<file path="config.mk">
export PLATFORM = sky130hd
export DESIGN_NAME = mem_ctrl
export DESIGN_NICKNAME = d
export VERILOG_FILES = /design/src/rtl/mem_ctrl_pkg.sv /design/src/rtl/mem_ctrl_be_merge.sv /design/src/rtl/mem_ctrl.sv
export SDC_FILE = /design/constraint.sdc
export NUM_CORES = 1
export LEC_CHECK = 0
export ABC_AREA = 0
export CELL_PAD_IN_SITES_DETAIL_PLACEMENT = 1
export CELL_PAD_IN_SITES_GLOBAL_PLACEMENT = 1
export CORE_AREA = 2 2 125 91
export CTS_CLUSTER_DIAMETER = 80
export CTS_CLUSTER_SIZE = 12
export DETAILED_ROUTE_END_ITERATION = 10
export DIE_AREA = 0 0 127 93
export PLACE_DENSITY = 0.95
export SLEW_MARGIN = 10
export SYNTH_ARGS = -nofsm -noshare
export SYNTH_HDL_FRONTEND = slang
export SYNTH_SLANG_ARGS = --single-unit
</file>
<file path="constraint.sdc">
create_clock -name clock -period 3.9 [get_ports clock]
set_input_delay 0.78 -clock clock [delete_from_list [all_inputs] [get_ports clock]]
set_output_delay 0.78 -clock clock [all_outputs]
set_load 0.05 [all_outputs]
</file>
<file path="src/rtl/mem_ctrl_pkg.sv">
// Shared definitions for the mem_ctrl single-port RAM request controller:
// FSM state encoding and default geometry.
package mem_ctrl_pkg;

    localparam int DEFAULT_DATA_WIDTH = 32;
    localparam int DEFAULT_ADDR_WIDTH = 6;

    typedef enum logic [1:0] {
        IDLE = 2'd0,
        RD   = 2'd1,
        WR   = 2'd2,
        RSP  = 2'd3
    } state_t;

endpackage : mem_ctrl_pkg

</file>
<file path="src/rtl/mem_ctrl_be_merge.sv">
// be_merge: purely combinational byte merge. Each output byte comes from
// i_new where the matching byte enable is set and from i_old otherwise.
// Only instantiated when MEM_CTRL_BYTE_STORE_EN is defined.
module be_merge #(
    parameter int DATA_WIDTH = 32,
    parameter int BE_WIDTH   = DATA_WIDTH / 8
) (
    input  logic [DATA_WIDTH-1:0] i_old,
    input  logic [DATA_WIDTH-1:0] i_new,
    input  logic [BE_WIDTH-1:0]   i_be,
    output logic [DATA_WIDTH-1:0] o_merged
);

    genvar gi;
    generate
        for (gi = 0; gi < BE_WIDTH; gi++) begin : g_byte
            assign o_merged[gi*8 +: 8] = i_be[gi] ? i_new[gi*8 +: 8] : i_old[gi*8 +: 8];
        end
    endgenerate

endmodule : be_merge

</file>
<file path="src/rtl/mem_ctrl.sv">
// mem_ctrl: serialising CPU-to-RAM controller. One request at a time;
// loads take IDLE->RD->RSP, stores take IDLE->WR (one-cycle write + ack).
// Optional feature macro: MEM_CTRL_BYTE_STORE_EN -- partial stores become
// read-modify-write (IDLE->RD->WR) using be_merge. Without it any store with
// a non-zero byte enable is a full-word write.
module mem_ctrl
    import mem_ctrl_pkg::*;
#(
    parameter int DATA_WIDTH = DEFAULT_DATA_WIDTH,
    parameter int ADDR_WIDTH = DEFAULT_ADDR_WIDTH,
    parameter int BE_WIDTH   = DATA_WIDTH / 8
) (
    input  logic                  clock,
    input  logic                  reset_n,
    input  logic                  req_valid,
    output logic                  req_ready,
    input  logic                  req_we,
    input  logic [ADDR_WIDTH-1:0] req_addr,
    input  logic [DATA_WIDTH-1:0] req_wdata,
    input  logic [BE_WIDTH-1:0]   req_be,
    output logic                  resp_valid,
    output logic [DATA_WIDTH-1:0] resp_rdata,
    output logic [DATA_WIDTH-1:0] ram_data,
    output logic [ADDR_WIDTH-1:0] ram_read_addr,
    output logic [ADDR_WIDTH-1:0] ram_write_addr,
    output logic                  ram_we,
    input  logic [DATA_WIDTH-1:0] ram_q
);

    state_t                r_state;
    state_t                w_state_next;

    // Request fields captured at acceptance
    logic                  r_we;
    logic [ADDR_WIDTH-1:0] r_addr;
    logic [DATA_WIDTH-1:0] r_wdata;
    logic [BE_WIDTH-1:0]   r_be;

    // Last values driven to the RAM, presented while the owning state is inactive
    logic [ADDR_WIDTH-1:0] r_raddr_hold;
    logic [ADDR_WIDTH-1:0] r_waddr_hold;
    logic [DATA_WIDTH-1:0] r_wdata_hold;

    logic                  w_accept;
    logic                  w_be_any;
    logic [DATA_WIDTH-1:0] w_store_data;

    assign w_accept = req_valid && req_ready;
    assign w_be_any = |r_be;

`ifdef MEM_CTRL_BYTE_STORE_EN
    logic w_req_partial;

    // A partial store needs the old word first, so it detours through RD
    assign w_req_partial = (req_be != '0) && (req_be != '1);

    // In WR after RD, ram_q holds the old word; full stores pass wdata through
    be_merge #(
        .DATA_WIDTH (DATA_WIDTH),
        .BE_WIDTH   (BE_WIDTH)
    ) u_be_merge (
        .i_old    (ram_q),
        .i_new    (r_wdata),
        .i_be     (r_be),
        .o_merged (w_store_data)
    );
`else
    logic w_req_partial;

    assign w_req_partial = 1'b0;
    assign w_store_data  = r_wdata;
`endif

    // State register; reset drops any in-flight request immediately
    always_ff @(posedge clock or negedge reset_n) begin
        if (!reset_n) begin
            r_state <= IDLE;
        end else begin
            r_state <= w_state_next;
        end
    end

    // Next-state decode
    always_comb begin
        w_state_next = r_state;
        case (r_state)
            IDLE: begin
                if (w_accept) begin
                    if (!req_we || w_req_partial) begin
                        w_state_next = RD;
                    end else begin
                        w_state_next = WR;
                    end
                end
            end
            RD:      w_state_next = r_we ? WR : RSP;
            WR:      w_state_next = IDLE;
            RSP:     w_state_next = IDLE;
            default: w_state_next = IDLE;
        endcase
    end

    // Output decode from state; RAM ports show hold values outside their state
    always_comb begin
        req_ready      = 1'b0;
        resp_valid     = 1'b0;
        resp_rdata     = '0;
        ram_we         = 1'b0;
        ram_read_addr  = r_raddr_hold;
        ram_write_addr = r_waddr_hold;
        ram_data       = r_wdata_hold;
        case (r_state)
            IDLE: req_ready = reset_n;
            RD:   ram_read_addr = r_addr;
            WR: begin
                ram_we         = w_be_any;
                ram_write_addr = r_addr;
                ram_data       = w_store_data;
                resp_valid     = 1'b1;
            end
            RSP: begin
                resp_valid = 1'b1;
                resp_rdata = ram_q;
            end
            default: ;
        endcase
    end

    // Capture the request on acceptance
    always_ff @(posedge clock or negedge reset_n) begin
        if (!reset_n) begin
            r_we    <= 1'b0;
            r_addr  <= '0;
            r_wdata <= '0;
            r_be    <= '0;
        end else if (w_accept) begin
            r_we    <= req_we;
            r_addr  <= req_addr;
            r_wdata <= req_wdata;
            r_be    <= req_be;
        end
    end

    // Remember what was last driven so the RAM ports hold between uses
    always_ff @(posedge clock or negedge reset_n) begin
        if (!reset_n) begin
            r_raddr_hold <= '0;
            r_waddr_hold <= '0;
            r_wdata_hold <= '0;
        end else begin
            if (r_state == RD) begin
                r_raddr_hold <= r_addr;
            end
            if (r_state == WR) begin
                r_waddr_hold <= r_addr;
                r_wdata_hold <= w_store_data;
            end
        end
    end

endmodule : mem_ctrl

</file>
### After elaboration in Yosys (flattened, before gate mapping)

Cells that the tools add are included.

* equal/unequal tests: 4
* multiplexer cells: 11
* reductions and logical operators: 4

Operators by type and width (count)
* $mux 32: 2
* $mux 6: 2
* $pmux 2 s3: 1
* $eq 2x2->1 const B: 2
* $mux 1: 4
* $mux 2: 2
* $reduce_or 4->1: 1
* $eq 2x1->1 const B: 1
* $logic_not 2->1: 1
* $ne 2x2->1 const B: 1
* $reduce_or 2->1: 1
* $logic_and 1x1->1: 1

* register bits after elaboration: 89
* output and inout port bits: 79
* word-level logic and storage cells: 27

### Longest topological paths before layout

* depth in word-level cells: 5
* depth in mapped cells: 4
* mapped depth without buffers: 2

### Worst setup path before layout

Ideal clock, no wire load.

* path kind: input -> output
* from: in reset_n
* to: out req_ready
* arrival time: 1926 ps
* required time: 3120 ps
* path slack: 1194 ps
* cell stages on the path: 1
* buffers on the path: 0
* path through: nor3b_1

* longest elaborated chain between the ends: 1

RTL lines
* from (decl): line mem_ctrl.sv:14 `input logic reset_n,`
* $mux 1: line mem_ctrl.sv:112 `case (r_state)`
* to (decl): line mem_ctrl.sv:16 `output logic req_ready,`

Every way passes these cells.

### Final worst setup path

* from: reg r_state[0]
* to: out ram_data[7]

* longest elaborated chain between the ends: 2

RTL lines
* from (decl): line mem_ctrl.sv:30 `state_t r_state;`
* from (signal assigned): line mem_ctrl.sv:79 `r_state <= w_state_next;`
* $eq 2x2->1: line mem_ctrl.sv:112
* $mux 32: line mem_ctrl.sv:112
* to (decl): line mem_ctrl.sv:23 `output logic [DATA_WIDTH-1:0] ram_data,`

Every way passes these cells.

==> run metrics <==
run status=completed; Worst-Margin Slew=0.6299 ns; final slew viol count=0; ant diodes=0; nets=470; final setup fails=0; I/O pin count=157; Core ar.=~11000 um^2; via count=2511; wire per inst=approximately 18 um; total gr overflow=0; CTS root buf=clkbuf_16; initial antenna violation count=0; Resized Gates After CTS=0; # H-tree levels=3; yosys warns=0; post-layout min period=3.269 ns; worst hold-check path type=reg2reg; CTS sink cnt=89; DR iter-0 viols=about 110; syn avg cell area=around 16 um^2; Die Area=~12000 um^2; fmax=0.3059 GHz; Setup Buffers After CTS=0; crit path launch type=flop; largest net degree at the start of global routing=48; clock-pin slew on the worst setup and hold paths=0.06 ns; critical path arrival=2.49 ns; Cell Pwr Density=845.0 nW/um^2; first-pass detailed-route iteration total=4; Slew headroom=57.92%; final hold violations=0; Critical Path Fanout Max=39; Post-Synthesis Cells=about 240; vias per cell=~4.7; HPWL Detailed=7041 um; Setup crit end kind=output pin; Seq cells post-synth=89; maximum VDD drop=0.5970 mV; Synthesized Nets=315; # DRC=0; PortBufs=approximately 160; Worst-Skew Late Latency=0.34 ns; period utilization=83.82%; Seq/Total Area, Yosys=59.39%; setup_tns=0 ns; CTS tree=done; fillers=about 1100; Setup Skew=~0.0055 ns; most frequent cells in the layout=clkdlybuf4s50_1, dfrtp_1, mux2_2; clk buf depth=2; Die Ht=93 um; routability cong.=just over 0.7; GRT Total Usage=around 18%; Pleak=2.524 nW; row count=32; final wirelength=9759 um; ANT nets after route=0; Distinct cells, synth=17; Die Width=127 um; global-route wire length before repair=16060 um; commonest non-fill, non-tap cell in the layout=clkdlybuf4s50_1; starting density of the core=35.21%; number of hold buffers added after CTS=0; Layout area overhead=53.59%; layout cells sized above 1=27.92%; synthesized area=around 3700 um^2; Setup CP Type=reg2out; WP data required=between 3 and 4 ns; max cap viols=0; CTS Buf Count=9; vias in the first global route=2894; total power=4.867 mW; RSZ-0062 raised after global routing=false
==> critical path, cell delays in order, from the launching register on <==
cell and delay (ns):
dfrtp_1 0.37, buf_4 0.23, nor2b_4 0.16, buf_12 0.23, mux2_2 0.40, clkdlybuf4s50_1 0.71
==> state kept, by name, summed over array words and instances (netlist names) <==
name,count
r_addr,6
r_wdata_hold,32
r_wdata,32
r_we,1
r_waddr_hold,6
r_be,4
r_state,2
r_raddr_hold,6
==> stage by stage <==
stage                     area [um^2]  cells  setup WS [ns]  util, %  hold slack, ns
after floorplan                  3750    237          1.194        -          0.4729
after global placement           5439    517         0.9150    51.07          0.4797
after detailed placement         5439    517         0.8890    51.07          0.4875
after CTS                        5759    530         0.6121    54.08          0.5010
after global routing             5759    530         0.5232    54.08          0.5079
final                            5759    530         0.6309    54.08          0.4995
==> cell usage after synthesis <==
master	number	share of area, %
mux2_4	40	16
and3_1	32	5.3
buf_6	4	1.2
mux2_2	47	14
and4bb_1	1	0.33
buf_2	3	0.40
buf_4	3	0.60
nor3b_1	1	0.20
nand4bb_1	1	0.30
dfrtp_1	89	59
nand2b_1	1	0.17
a21oi_1	1	0.13
a31oi_1	1	0.17
nor2b_1	2	0.33
nor2_1	1	0.10
clkbuf_1	9	0.90
o41a_1	1	0.30
==> cell type report <==
| class | instances | area, um^2 | area share, % |
|---|---|---|---|
| Clock buffer | 9 | 225.2 | 3.910 |
| Clock inverter | 4 | 95.09 | 1.651 |
| Multi-Input combinational cell | 129 | 1418 | 24.61 |
| Sequential cell | 89 | 2227 | 38.67 |
| Tap cell | 136 | 170.2 | 2.955 |
| Timing Repair Buffer | 163 | 1624 | 28.20 |
==> worst paths after layout <==
check	start	end	slack [ns]	cells past startpoint
setup / recovery	r_state[0]	ram_data[7]	0.63	5
setup reg to reg	r_state[1]	r_addr[1]	1.76	4
hold / removal	r_wdata_hold[17]	r_wdata_hold[17]	0.50	1
hold reg to reg	r_wdata_hold[17]	r_wdata_hold[17]	0.50	1
min in group asynchronous	reset_n	r_waddr_hold[5]	0.58	2
max in group asynchronous	reset_n	r_addr[3]	2.29	3
==> metal layers <==
layer / vias to the layer above / global-route usage (%) / wire, um
met3: 18 / 5.549 / 527
met5: - / 0 / 0
met4: 0 / 5.311 / 168
met1: 1284 / 22.73 / 4214
met2: 71 / 28.85 / 4848
li1: 1138 / - / -
==> report_power, final <==
group          internal, mW  leakage (nW)  switching (mW)
Clock                 0.614         0.157           0.332
Sequential             1.32          1.05           0.156
Combinational         0.985          1.32            1.46
==> cell families after synthesis <==
| family | after synthesis | synth area share (%) |
|---|---|---|
| DFF | 89 | 59.39 |
| AOI/OAI and AO/OA | 3 | 0.6006 |
| muxes | 87 | 30.13 |
| buffers and inverters | 19 | 3.103 |
| and+or+nand+nor | 39 | 6.773 |
No activity file was read; power rests on OpenSTA's default activity.
